--- src/rtl/cache_pkg.sv ---
// Shared types and constants for the data-cache miss path.
// Line geometry is fixed at 4 words of 32 bits.
package cache_pkg;

  typedef enum logic [1:0] {IDLE, FETCH, WRITE, DONE} refill_state_t;

  localparam int OFFSET_BITS      = 2;
  localparam int BYTE_OFFSET_BITS = 2;
  localparam int LINE_BYTES       = 16;

  typedef logic [31:0] word_t;

  function automatic word_t line_base(input word_t addr);
    return addr & ~word_t'(LINE_BYTES - 1);
  endfunction

endpackage

--- src/rtl/refill_line_buf.sv ---
// Purpose: 4x32 capture register assembling a cache line one beat at a time.
// Latency: write visible on d0..d3 the cycle after we; reads are combinational.
// Backpressure: none; accepts a word on every cycle we is high.
module refill_line_buf
  import cache_pkg::*;
(
  input  logic                   clk,
  input  logic                   rst,
  input  logic                   we,
  input  logic [OFFSET_BITS-1:0] idx,
  input  word_t                  data,
  output word_t                  d0,
  output word_t                  d1,
  output word_t                  d2,
  output word_t                  d3
);

  word_t mem_q [4];

  always_ff @(posedge clk) begin
    if (rst) begin
      for (int i = 0; i < 4; i++) mem_q[i] <= '0;
    end else if (we) begin
      mem_q[idx] <= data;
    end
  end

  assign d0 = mem_q[0];
  assign d1 = mem_q[1];
  assign d2 = mem_q[2];
  assign d3 = mem_q[3];

endmodule

--- src/rtl/dcache_refill_ctrl.sv ---
// Purpose: read-miss refill of a 4-word line from memory; DCACHE_CRITICAL_WORD_FIRST_EN selects wrapped fetch.
// Latency: stall spans the miss cycle plus 4*(L+1)+1 cycles for per-beat memory latency L.
// Backpressure: pipeline frozen via stall; each request held until mem_rvalid.
module dcache_refill_ctrl
  import cache_pkg::*;
#(
  parameter int DATA_WIDTH     = 32,
  parameter int WORDS_PER_LINE = 4
) (
  input  logic                  clk,
  input  logic                  rst,
  input  logic                  miss,
  input  logic [DATA_WIDTH-1:0] miss_addr,
  output logic                  stall,
  output logic                  mem_rd_en,
  output logic [DATA_WIDTH-1:0] mem_addr,
  input  logic [DATA_WIDTH-1:0] mem_rdata,
  input  logic                  mem_rvalid,
  output logic                  line_we,
  output logic [DATA_WIDTH-1:0] line_addr,
  output logic [DATA_WIDTH-1:0] line_d0,
  output logic [DATA_WIDTH-1:0] line_d1,
  output logic [DATA_WIDTH-1:0] line_d2,
  output logic [DATA_WIDTH-1:0] line_d3,
  output logic                  fwd_valid,
  output logic [DATA_WIDTH-1:0] fwd_data
);

  if (WORDS_PER_LINE != 4 || DATA_WIDTH != 32) begin : g_param_check
    $error("dcache_refill_ctrl supports only DATA_WIDTH=32 and WORDS_PER_LINE=4");
  end

  refill_state_t          state_q, state_d;
  word_t                  base_q;
  logic [OFFSET_BITS-1:0] ptr_q;
  logic [1:0]             cnt_q;
  logic                   beat;
`ifndef DCACHE_CRITICAL_WORD_FIRST_EN
  logic [OFFSET_BITS-1:0] off_q;
`endif

  assign beat = (state_q == FETCH) && mem_rvalid;

  always_ff @(posedge clk) begin
    if (rst) state_q <= IDLE;
    else     state_q <= state_d;
  end

  always_comb begin
    state_d = state_q;
    case (state_q)
      IDLE:    if (miss) state_d = FETCH;
      FETCH:   if (mem_rvalid && cnt_q == 2'd3) state_d = WRITE;
      WRITE:   state_d = DONE;
      default: state_d = IDLE;
    endcase
  end

  // Refill context is captured only from IDLE, so a frozen pipeline cannot move the line base.
  always_ff @(posedge clk) begin
    if (rst) begin
      base_q <= '0;
      ptr_q  <= '0;
      cnt_q  <= '0;
`ifndef DCACHE_CRITICAL_WORD_FIRST_EN
      off_q  <= '0;
`endif
    end else if (state_q == IDLE && miss) begin
      base_q <= line_base(miss_addr);
      cnt_q  <= '0;
`ifdef DCACHE_CRITICAL_WORD_FIRST_EN
      ptr_q  <= miss_addr[BYTE_OFFSET_BITS +: OFFSET_BITS];
`else
      ptr_q  <= '0;
      off_q  <= miss_addr[BYTE_OFFSET_BITS +: OFFSET_BITS];
`endif
    end else if (beat) begin
      ptr_q <= ptr_q + 2'd1;
      cnt_q <= cnt_q + 2'd1;
    end
  end

  refill_line_buf u_line_buf (
    .clk  (clk),
    .rst  (rst),
    .we   (beat),
    .idx  (ptr_q),
    .data (mem_rdata),
    .d0   (line_d0),
    .d1   (line_d1),
    .d2   (line_d2),
    .d3   (line_d3)
  );

  assign line_addr = base_q;

  always_comb begin
    stall     = 1'b0;
    mem_rd_en = 1'b0;
    mem_addr  = '0;
    line_we   = 1'b0;
    fwd_valid = 1'b0;
    fwd_data  = '0;
    case (state_q)
      IDLE: stall = miss;
      FETCH: begin
        stall     = 1'b1;
        mem_rd_en = 1'b1;
        mem_addr  = {base_q[31:4], ptr_q, 2'b00};
`ifdef DCACHE_CRITICAL_WORD_FIRST_EN
        if (mem_rvalid && cnt_q == 2'd0) begin
          fwd_valid = 1'b1;
          fwd_data  = mem_rdata;
        end
`endif
      end
      WRITE: begin
        stall   = 1'b1;
        line_we = 1'b1;
`ifndef DCACHE_CRITICAL_WORD_FIRST_EN
        fwd_valid = 1'b1;
        case (off_q)
          2'd0:    fwd_data = line_d0;
          2'd1:    fwd_data = line_d1;
          2'd2:    fwd_data = line_d2;
          default: fwd_data = line_d3;
        endcase
`endif
      end
      default: ;
    endcase
  end

endmodule
--- config.mk ---
export PLATFORM = sky130hd
export DESIGN_NAME = dcache_refill_ctrl
export DESIGN_NICKNAME = d
export VERILOG_FILES = /design/src/rtl/cache_pkg.sv /design/src/rtl/refill_line_buf.sv /design/src/rtl/dcache_refill_ctrl.sv
export SDC_FILE = /design/constraint.sdc
export NUM_CORES = 1
export LEC_CHECK = 0
export BUFFER_PORTS_ARGS = -buffer_cell sky130_fd_sc_hd__buf_4
export CORE_AREA = 2 2 134 136
export CTS_BUF_LIST = sky130_fd_sc_hd__clkbuf_4 sky130_fd_sc_hd__clkbuf_8 sky130_fd_sc_hd__clkbuf_16
export CTS_CLUSTER_SIZE = 14
export DETAILED_ROUTE_END_ITERATION = 7
export DIE_AREA = 0 0 136 138
export GPL_ROUTABILITY_DRIVEN = 0
export PLACE_DENSITY = 0.8
export SLEW_MARGIN = 30
export SYNTH_ARGS = -nofsm -noshare
export SYNTH_HDL_FRONTEND = slang
export SYNTH_SLANG_ARGS = --single-unit
--- constraint.sdc ---
create_clock -name clk -period 2.7 [get_ports clk]
set_clock_uncertainty 0.05 [all_clocks]
set_input_delay 0.27 -clock clk [delete_from_list [all_inputs] [get_ports clk]]
set_output_delay 0.27 -clock clk [all_outputs]
set_load 0.01 [all_outputs]
Word level (Yosys, flattened, before mapping)
Memories as Yosys holds them, arrays and structs flattened.
Cells that the tools add are included.
{"block": "word_totals", "input_bits": 68, "out_inout_bits": 228, "mem_bits_ro": 0, "memories": 1, "mem_bits_rw": 128, "reg_bits": 36, "latch_bits": 0}
{"block": "op_classes", "reduce_logical": 9, "div": 0, "n_mux": 17, "eq_ne": 7, "magnitude_cmp": 0, "n_mul": 0, "shifts": 0, "bitwise_logic": 0, "n_addsub": 2}
{"memory": "u_line_buf.mem_q", "words": 4, "width": 32, "read_ports": 4, "rd_ports_with_merged_regs": 0, "wr": 4, "line": "refill_line_buf.sv:18", "source": "word_t mem_q [4];"}
{"operator": "$mux W32", "n": 3}
{"operator": "$pmux W32 S3", "n": 1}
{"operator": "$reduce_or A32 Y1", "n": 1}
{"operator": "$mux W1", "n": 8}
{"operator": "$eq A2 B2 Y1 const B", "n": 3}
{"operator": "$mux W2", "n": 3}
{"operator": "$pmux W2 S3", "n": 1}
{"operator": "$add A2 B1 Y2 const B", "n": 2}
{"operator": "$eq A2 B1 Y1 const B", "n": 2}
{"operator": "$logic_not A2 Y1", "n": 2}
{"operator": "$reduce_or A2 Y1", "n": 2}
{"operator": "$logic_and A1 B1 Y1", "n": 3}
{"operator": "$ne A2 B1 Y1 const B", "n": 1}
{"operator": "$ne A2 B2 Y1 const B", "n": 1}
{"operator": "$pmux W1 S2", "n": 1}
{"operator": "$reduce_and A2 Y1", "n": 1}

Depth between registers and ports, before layout
Gate-level depths: netlist of run 1.
{"block": "depth", "depth_word": 7, "ltp_mapped": 7, "mapped_depth_nobuf": 5}

Cells and area by module
From an unflattened synthesis of run 1, not the netlist that was laid out.
{"block": "unflattened", "cells_unflattened": 571, "area_unflattened_um2": 7498.4}
{"mod": "refill_line_buf", "instances": 1, "cells_each": 286, "area_each_um2": 4849.7}
{"mod": "dcache_refill_ctrl", "instances": 1, "cells_each": 285, "area_each_um2": 2648.8}

Worst setup path before layout of run 1
Ideal clock, no wire load.
{"block": "synth_timing", "path_kind": "register -> register", "startpoint": "register state_q[1]", "endpoint": "memory u_line_buf.mem_q[2][0] in the netlist's numbering (enable)", "slack_ps": -228, "stages_incl_launch_ff": 5, "arrival_ps": 2450, "synth_period_minus_slack_ps": 2928, "required_time_ps": 2222, "setup_time_ps": 428, "path_cell_list": "dfxtp_1 > inv_1 > ha_1 > nand2_2 > o21bai_1"}
{"element": "start: declaration", "line": "dcache_refill_ctrl.sv:33", "source": "refill_state_t state_q, state_d;"}
{"element": "start signal: assignment", "line": "dcache_refill_ctrl.sv:46", "source": "else state_q <= state_d;"}
{"element": "end: declaration", "line": "refill_line_buf.sv:18"}

Worst setup path in the final report of run 1
{"block": "layout_timing", "startpoint": "register off_q[0]", "endpoint": "output fwd_data[1]"}
{"block": "layout_via", "elab_chain_len": 3}
{"element": "start: declaration", "line": "dcache_refill_ctrl.sv:39", "source": "logic [OFFSET_BITS-1:0] off_q;"}
{"element": "start signal: assignment", "line": "dcache_refill_ctrl.sv:75", "source": "off_q <= miss_addr[BYTE_OFFSET_BITS +: OFFSET_BITS];"}
{"element": "$eq A2 B2 Y1, or another cell as far along", "line": "dcache_refill_ctrl.sv:122", "source": "case (off_q)"}
{"element": "$pmux W32 S3 *", "line": "dcache_refill_ctrl.sv:122"}
{"element": "$mux W32 *", "line": "dcache_refill_ctrl.sv:104", "source": "case (state_q)"}
{"element": "end: declaration", "line": "dcache_refill_ctrl.sv:26", "source": "output logic [DATA_WIDTH-1:0] fwd_data"}
Every way passes the cells marked *; elsewhere a longest branch is shown, timed or not.

==> metrics.md, run 1 <==
| Metric | Value |
|---|---|
| Outcome | `finished clean` |
| Endpoints failing hold | `0` |
| Critical Path RT | `2380 ps` |
| Hold Buf Count CTS | `0` |
| Syn_area_per_cell | `13.3 µm²` |
| Maxcap violations | `0` |
| CP max stage delay | `640 ps` |
| Hold Crit Class | `input pin to register` |
| LEAKAGE | `4.50 nW` |
| Crit path max-delay family | `flip-flops` |
| Arrival time worst endpoint | `2160 ps` |
| Ratio of cells with drive above 1 in the final layout | `0.435` |
| Cell with the most instances after synthesis | `and2_1` |
| Residual DRC count | `0` |
| Initial antenna violation count | `0` |
| # IOs | `296` |
| Final-stage net count | `918` |
| Crit path launch | `off_q[0]` |
| Worst-case vdd ir drop | `0.000429 V` |
| Number of global-route vias before repair | `5404` |
| Met2 Use GR | `0.365` |
| Setup_tns | `0 ps` |
| Met1 GRT Util | `0.254` |
| Slew Viols, Final | `0` |
| Number of synthesized flops with an enable pin | `128` |
| DRT Pass-1 Iters | `4` |
| Num CTS Buffers | `17` |
| Overall power | `0.00728 W` |
| Max FO, Critical Path | `10` |
| Area delta synth->final | `39.9%` |
| Critical path depth | `4` |
| Startpoint Class | `register` |
| Reg2reg setup slack | `680 ps` |
| Syn Inst Count | `561` |
| Critical path class | `register to primary output` |
| Count of buffers from port buffering | `287` |
| Gr usage total | `0.210` |
| Main flop type after synthesis | `edfxtp_1` |
| H-Tree Depth | `4` |
| CTS tree | `yes` |
| DR iter-0 viols | `227` |
| Seq/Total Area, Yosys | `0.611` |
| Crit-path cells | `buf_12 > mux4_1 > and2_1 > buf_4` |
| Starting Density | `0.426` |
| Worst-Skew Late Latency | `410 ps` |
| Diodes inserted | `0` |
| CTS Buffer Depth | `2` |
| First-pass GRT wire length | `29900 µm` |
| Die W | `136 µm` |
| Yosys warns | `0` |
| Sink Count | `164` |
| Final ANT Viol Nets | `0` |
| DR vias/cell | `4.93` |
| Worst R2R Path Depth | `6` |
| Most used routing layer | `met2` |
| Power per Cell Area | `696 nW/µm²` |
| CTS resizes | `0` |
| Core area | `17500 µm²` |
| Distinct cells, synth | `33` |
| Top post-synthesis cells by area | `edfxtp_1, and2_1, dfxtp_1` |
| Least-Margin Pin Slew | `510 ps` |
| Post-synth top area cell | `edfxtp_1` |
| GRT Residual Overflow | `0` |
| RSZ-0062 raised after global routing | `no` |
| Fmax | `403 MHz` |
| Die Area | `18800 µm²` |
| Post-Route WL | `19700 µm` |
| Die height | `138 µm` |
| Slowest CP cell | `dfxtp_2` |
| Drt wl/cell | `18.1 µm` |
| Final setup viols | `0` |
| Async set or reset register ratio after synthesis | `0` |
| Synth cell count leaders | `and2_1, edfxtp_1, nand2_1` |
| Final Cell Area | `10500 µm²` |
| Worst Path Buf+Inv | `2` |
| Worst-path clk slew | `70 ps` |
| Placed inst area | `9880 µm²` |
| CTS root buf | `clkbuf_16` |
| Post-synth top area share | `0.514` |
| Crit path capture | `fwd_data[1]` |
| Flops & latches, synth | `164` |
| Slew HR | `0.660` |
| Via count | `5356` |
| Post-CTS setup buffer count | `0` |
| Mapped Area | `7470 µm²` |
| Tmin final | `2480 ps` |
| Largest net degree at the start of global routing | `46` |
| Reg2reg start | `state_q[1]` |
| Hold slack | `41.9 ps` |
| Post-DP HPWL | `13700 µm` |
| Met3 usage | `0.0550` |
| Setup crit end kind | `primary output` |
| Rows | `49` |
| Final period util | `0.918` |
| Reg-to-reg endpoint | `u_line_buf.mem_q[1][6]` |
| # fillers | `1425` |
state kept, by name, indices dropped and copies added, names as in the netlist:
signal            cells
line_addr            28
u_line_buf.mem_q    128
off_q                 2
cnt_q                 2
ptr_q                 2
state_q               2
worst min path at each step:
stage | depth (start not counted) | to | slack [ps] | from
after CTS | 3 | line_addr[23] | 20 | miss_addr[23]
after detailed placement | 2 | line_addr[8] | 410 | line_addr[8]
after floorplan | 2 | off_q[0] | 360 | miss_addr[2]
after global placement | 2 | line_addr[14] | 400 | line_addr[14]
final | 3 | line_addr[8] | 40 | miss_addr[8]
after global routing | 3 | line_addr[23] | 20 | miss_addr[23]
routing by layer:
metal  vias to the layer above  part of all wire  routed length (µm)
met2                       213              0.51               10100
met3                        25             0.071                1390
met1                      2608              0.40                7860
met4                         0             0.018                 352
met5                         -                 0                   0
li1                       2510                 -                   -
layout make-up:
| cell class | count | area (µm²) | area share |
|---|---|---|---|
| inverters | 3 | 11.3 | 0.00108 |
| clock inverters | 15 | 154 | 0.0147 |
| clock buffers | 17 | 425 | 0.0407 |
| flip-flops and latches | 164 | 4570 | 0.437 |
| repair buffers | 305 | 2370 | 0.227 |
| multi-input cells | 354 | 2640 | 0.253 |
| well taps | 229 | 287 | 0.0274 |
logic make-up after synthesis:
logic type | Yosys count | synth area share
DFF | 164 | 0.611
and+or+nand+nor | 267 | 0.207
other | 1 | 0.000502
muxes | 33 | 0.0993
adders and majority gates | 5 | 0.00837
AOI/OAI and AO/OA | 40 | 0.0296
xor gates and xnor gates | 3 | 0.00352
buffers and inverters | 48 | 0.0413
per-stage QoR:
| stage | util | worst slack [ps] | instances |
|---|---|---|---|
| 3_5_place_dp | 0.563 | 612 | 1055 |
| 3_3_place_gp | 0.562 | 496 | 1054 |
| 6_report | 0.596 | 221 | 1087 |
| 4_1_cts | 0.596 | 159 | 1087 |
| 5_1_grt | 0.596 | 80.7 | 1087 |
| 2_1_floorplan | - | 439 | 566 |
tightest hold or removal path: stages:
cell and delay [ps]:
buf_4 110, nand2_1 40, a21oi_1 50
where the power goes:
| part | switching [W] | leakage, nW | total [W] | internal, W |
|---|---|---|---|---|
| sequential | 0.000180 | 1.62 | 0.00314 | 0.00296 |
| combinational | 0.000885 | 2.61 | 0.00176 | 0.000874 |
| clock | 0.00101 | 0.276 | 0.00238 | 0.00137 |
| total | 0.00207 | 4.50 | 0.00728 | 0.00521 |
cells in the final DEF (no fill, tap or decap), types with 2 or more instances in the layout:
| cell | count |
|---|---|
| mux4_2 | 29 |
| clkinv_1 | 3 |
| dfxtp_1 | 34 |
| nor3_1 | 4 |
| buf_12 | 5 |
| inv_1 | 3 |
| ha_1 | 5 |
| o21bai_4 | 2 |
| conb_1 | 6 |
| o21ai_0 | 2 |
| xor2_1 | 3 |
| clkinvlp_4 | 3 |
| and2_1 | 191 |
| mux4_1 | 3 |
| nand2_1 | 61 |
| o41ai_1 | 2 |
| inv_6 | 5 |
| buf_4 | 299 |
| edfxtp_1 | 128 |
| clkbuf_16 | 17 |
| bufinv_16 | 2 |
| a21oi_1 | 31 |
| dfxtp_2 | 2 |
| nor2b_1 | 3 |
Power figures use the tool's default switching activity.
==> inputs of run 2 (changes only) <==
==> config.mk (replaced) <==
export PLATFORM = sky130hd
export DESIGN_NAME = dcache_refill_ctrl
export DESIGN_NICKNAME = d
export VERILOG_FILES = /design/src/rtl/cache_pkg.sv /design/src/rtl/refill_line_buf.sv /design/src/rtl/dcache_refill_ctrl.sv
export SDC_FILE = /design/constraint.sdc
export NUM_CORES = 1
export LEC_CHECK = 0
export BUFFER_PORTS_ARGS = -buffer_cell sky130_fd_sc_hd__buf_4
export CORE_AREA = 2 2 131 133
export CTS_BUF_LIST = sky130_fd_sc_hd__clkbuf_8
export CTS_CLUSTER_SIZE = 14
export DETAILED_ROUTE_END_ITERATION = 7
export DIE_AREA = 0 0 133 135
export GPL_ROUTABILITY_DRIVEN = 0
export PLACE_DENSITY = 0.83
export SYNTH_ARGS = -nofsm -noshare
export SYNTH_HDL_FRONTEND = slang
export SYNTH_SLANG_ARGS = --single-unit
==> run 2 against run 1 <==
Net effect:
- final cell count increased by 1.7%
- via count increased by 3.8%
- critical endpoint is now fwd_data[0]
- sequential power about the same
==> metrics.md, run 2 (synthesis gave the netlist of run 1 again) <==
| Metric | Value |
|---|---|
| Core area | `16400 µm² (-6.4%)` |
| Ratio of cells with drive above 1 in the final layout | `0.421 (-0.0133)` |
| Area delta synth->final | `41.1%` |
| Fmax | `417 MHz (+3.5%)` |
| Critical path class | `register to primary output` |
| First-pass GRT wire length | `31000 µm (+3.6%)` |
| Crit path launch | `off_q[0]` |
| CTS root buf | `clkbuf_8` |
| Largest register FFs | `128 (unchanged)` |
| Area occupied by multi-input gates | `2640 µm² (unchanged)` |
| Reg2reg start | `state_q[1]` |
| Startpoint Class | `register` |
| Slowest CP cell | `mux4_1` |
| Commonest non-fill, non-tap cells in the layout | `buf_4, and2_1, edfxtp_1` |
| Diodes inserted | `0 (unchanged)` |
| Slew Viols, Final | `0 (unchanged)` |
| # IOs | `296 (unchanged)` |
| CTS Buffer Depth | `2 (unchanged)` |
| Post-DP HPWL | `13900 µm (+1.8%)` |
| Crit-path cells | `buf_4 > mux4_1 > and2_1 > buf_4` |
| Die W | `133 µm (-2.2%)` |
| Critical Path RT | `2380 ps (about the same)` |
| Endpoints failing hold | `0 (unchanged)` |
| Setup crit end kind | `primary output` |
| Max FO, Critical Path | `21 (+11)` |
| Tmin final | `2400 ps (-82.7 ps)` |
| Setup_tns | `0 ps (unchanged)` |
| Power per Cell Area | `654 nW/µm² (-6.1%)` |
| Maxcap violations | `0 (unchanged)` |
| Final period util | `0.887 (-0.0306)` |
| Least-Margin Pin Slew | `968 ps (+458 ps)` |
| Largest Register | `u_line_buf.mem_q` |
| Post-Route WL | `20400 µm (+3.7%)` |
| Final ANT Viol Nets | `0 (unchanged)` |
| Overall power | `0.00689 W (-5.3%)` |
| CP max stage delay | `590 ps (-50 ps)` |
| Number of global-route vias before repair | `5566 (+3.0%)` |
| DRT Pass-1 Iters | `4 (unchanged)` |
| Worst-Skew Late Latency | `460 ps (+50 ps)` |
| DR iter-0 viols | `303 (+33%)` |
| Hold path start | `miss_addr[28]` |
| Residual DRC count | `0 (unchanged)` |
| Placed cell count | `1045 (-0.95%)` |
| Rows | `47 (-4.1%)` |
| Count of buffers from port buffering | `287 (unchanged)` |
| Largest net degree at the start of global routing | `37 (-20%)` |
| Initial antenna violation count | `0 (unchanged)` |
| Starting Density | `0.456 (+0.0293)` |
| Post-CTS setup buffer count | `0 (unchanged)` |
| Crit-path most repeated cell | `buf_4` |
| RSZ-0062 raised after global routing | `no` |
| Num CTS Buffers | `17 (unchanged)` |
| Die Area | `18000 µm² (-4.3%)` |
| Die height | `135 µm (-2.2%)` |
| Reg area | `4570 µm² (unchanged)` |
| Worst-path clk slew | `80 ps (about the same)` |
| Pre-CTS WS | `501 ps (-112 ps)` |
| Arrival time worst endpoint | `2080 ps (-80 ps)` |
| Final setup viols | `0 (unchanged)` |
| # fillers | `1218 (-15%)` |
| Via count | `5560 (+3.8%)` |
| Hold Crit Class | `input pin to register` |
| Final-stage net count | `945 (+2.9%)` |
| H-Tree Depth | `4 (unchanged)` |
| CTS tree | `yes` |
| Slew HR | `0.353 (-0.307)` |
| GRT Residual Overflow | `0 (unchanged)` |
| LEAKAGE | `4.53 nW (+0.68%)` |
| Outcome | `finished clean` |
| Drt wl/cell | `18.5 µm (+2.0%)` |
| Gr usage total | `0.228 (+0.0187)` |
| Worst-case vdd ir drop | `0.000354 V (-18%)` |
| DR vias/cell | `5.03 (+2.1%)` |
| Sink Count | `164 (unchanged)` |
| Commonest non-fill, non-tap cell in the layout | `buf_4` |
| Final Non-Filler Cells | `1105 (+1.7%)` |
| Final Worst Setup Slack | `304 ps (+82.7 ps)` |
run 2: cell types whose count changed in the layout (fill, tap and decap cells not counted), moves of 2 or more:
cell           change
dlygate4sd3_1     +28
clkbuf_16         -17
clkbuf_8          +17
inv_6              -3
bufinv_16          +2
clkinv_4           +2
run 2: worst paths after layout:
path | to | slack [ps] | cells past startpoint
hold reg to reg | line_addr[10] | 420 | 2
setup reg to reg | u_line_buf.mem_q[1][22] | 530 | 5
hold / removal | line_addr[28] | 40 | 3
setup / recovery | fwd_data[0] | 300 | 4
run 2: area by class of cell:
| class | instances | share of cell area |
|---|---|---|
| inverters | 3 | 0.00107 |
| well taps | 220 | 0.0261 |
| multi-input cells | 354 | 0.251 |
| flip-flops and latches | 164 | 0.433 |
| repair buffers | 332 | 0.248 |
| clock buffers | 17 | 0.0222 |
| clock inverters | 15 | 0.0193 |
run 2: worst max-delay path: cells and delay by family, from the launching register on:
kind	cells	cell delay, ps
muxes	1	590
buffers and inverters	2	510
DFF	1	340
and+or+nand+nor	1	170
run 2: where the power goes:
group | leakage [nW] | internal, W | switching (W)
sequential | 1.62 | 0.00296 | 0.000172
clock | 0.206 | 0.00101 | 0.000940
combinational | 2.71 | 0.000895 | 0.000914
run 2: timing repair:
| action | in CTS | in global routing |
|---|---|---|
| hold endpoints to repair | 28 | 0 |
| gates resized for setup | 0 | 0 |
| hold buffers | 28 | 0 |
run 2: metrics by stage:
stage	util	cell area, µm²	hold slack (ps)
4_1_cts	0.643	10500	14.4
6_report	0.643	10500	39.9
2_1_floorplan	-	7500	356
5_1_grt	0.643	10500	17.4
3_5_place_dp	0.599	9830	414
3_3_place_gp	0.599	9830	405
run 2: layer usage:
layer	track usage	wire, µm	vias to the layer above
met2	0.395	10400	252
met4	0.0795	380	0
li1	-	-	2561
met3	0.0586	1400	28
met5	0	0	-
met1	0.279	8300	2719
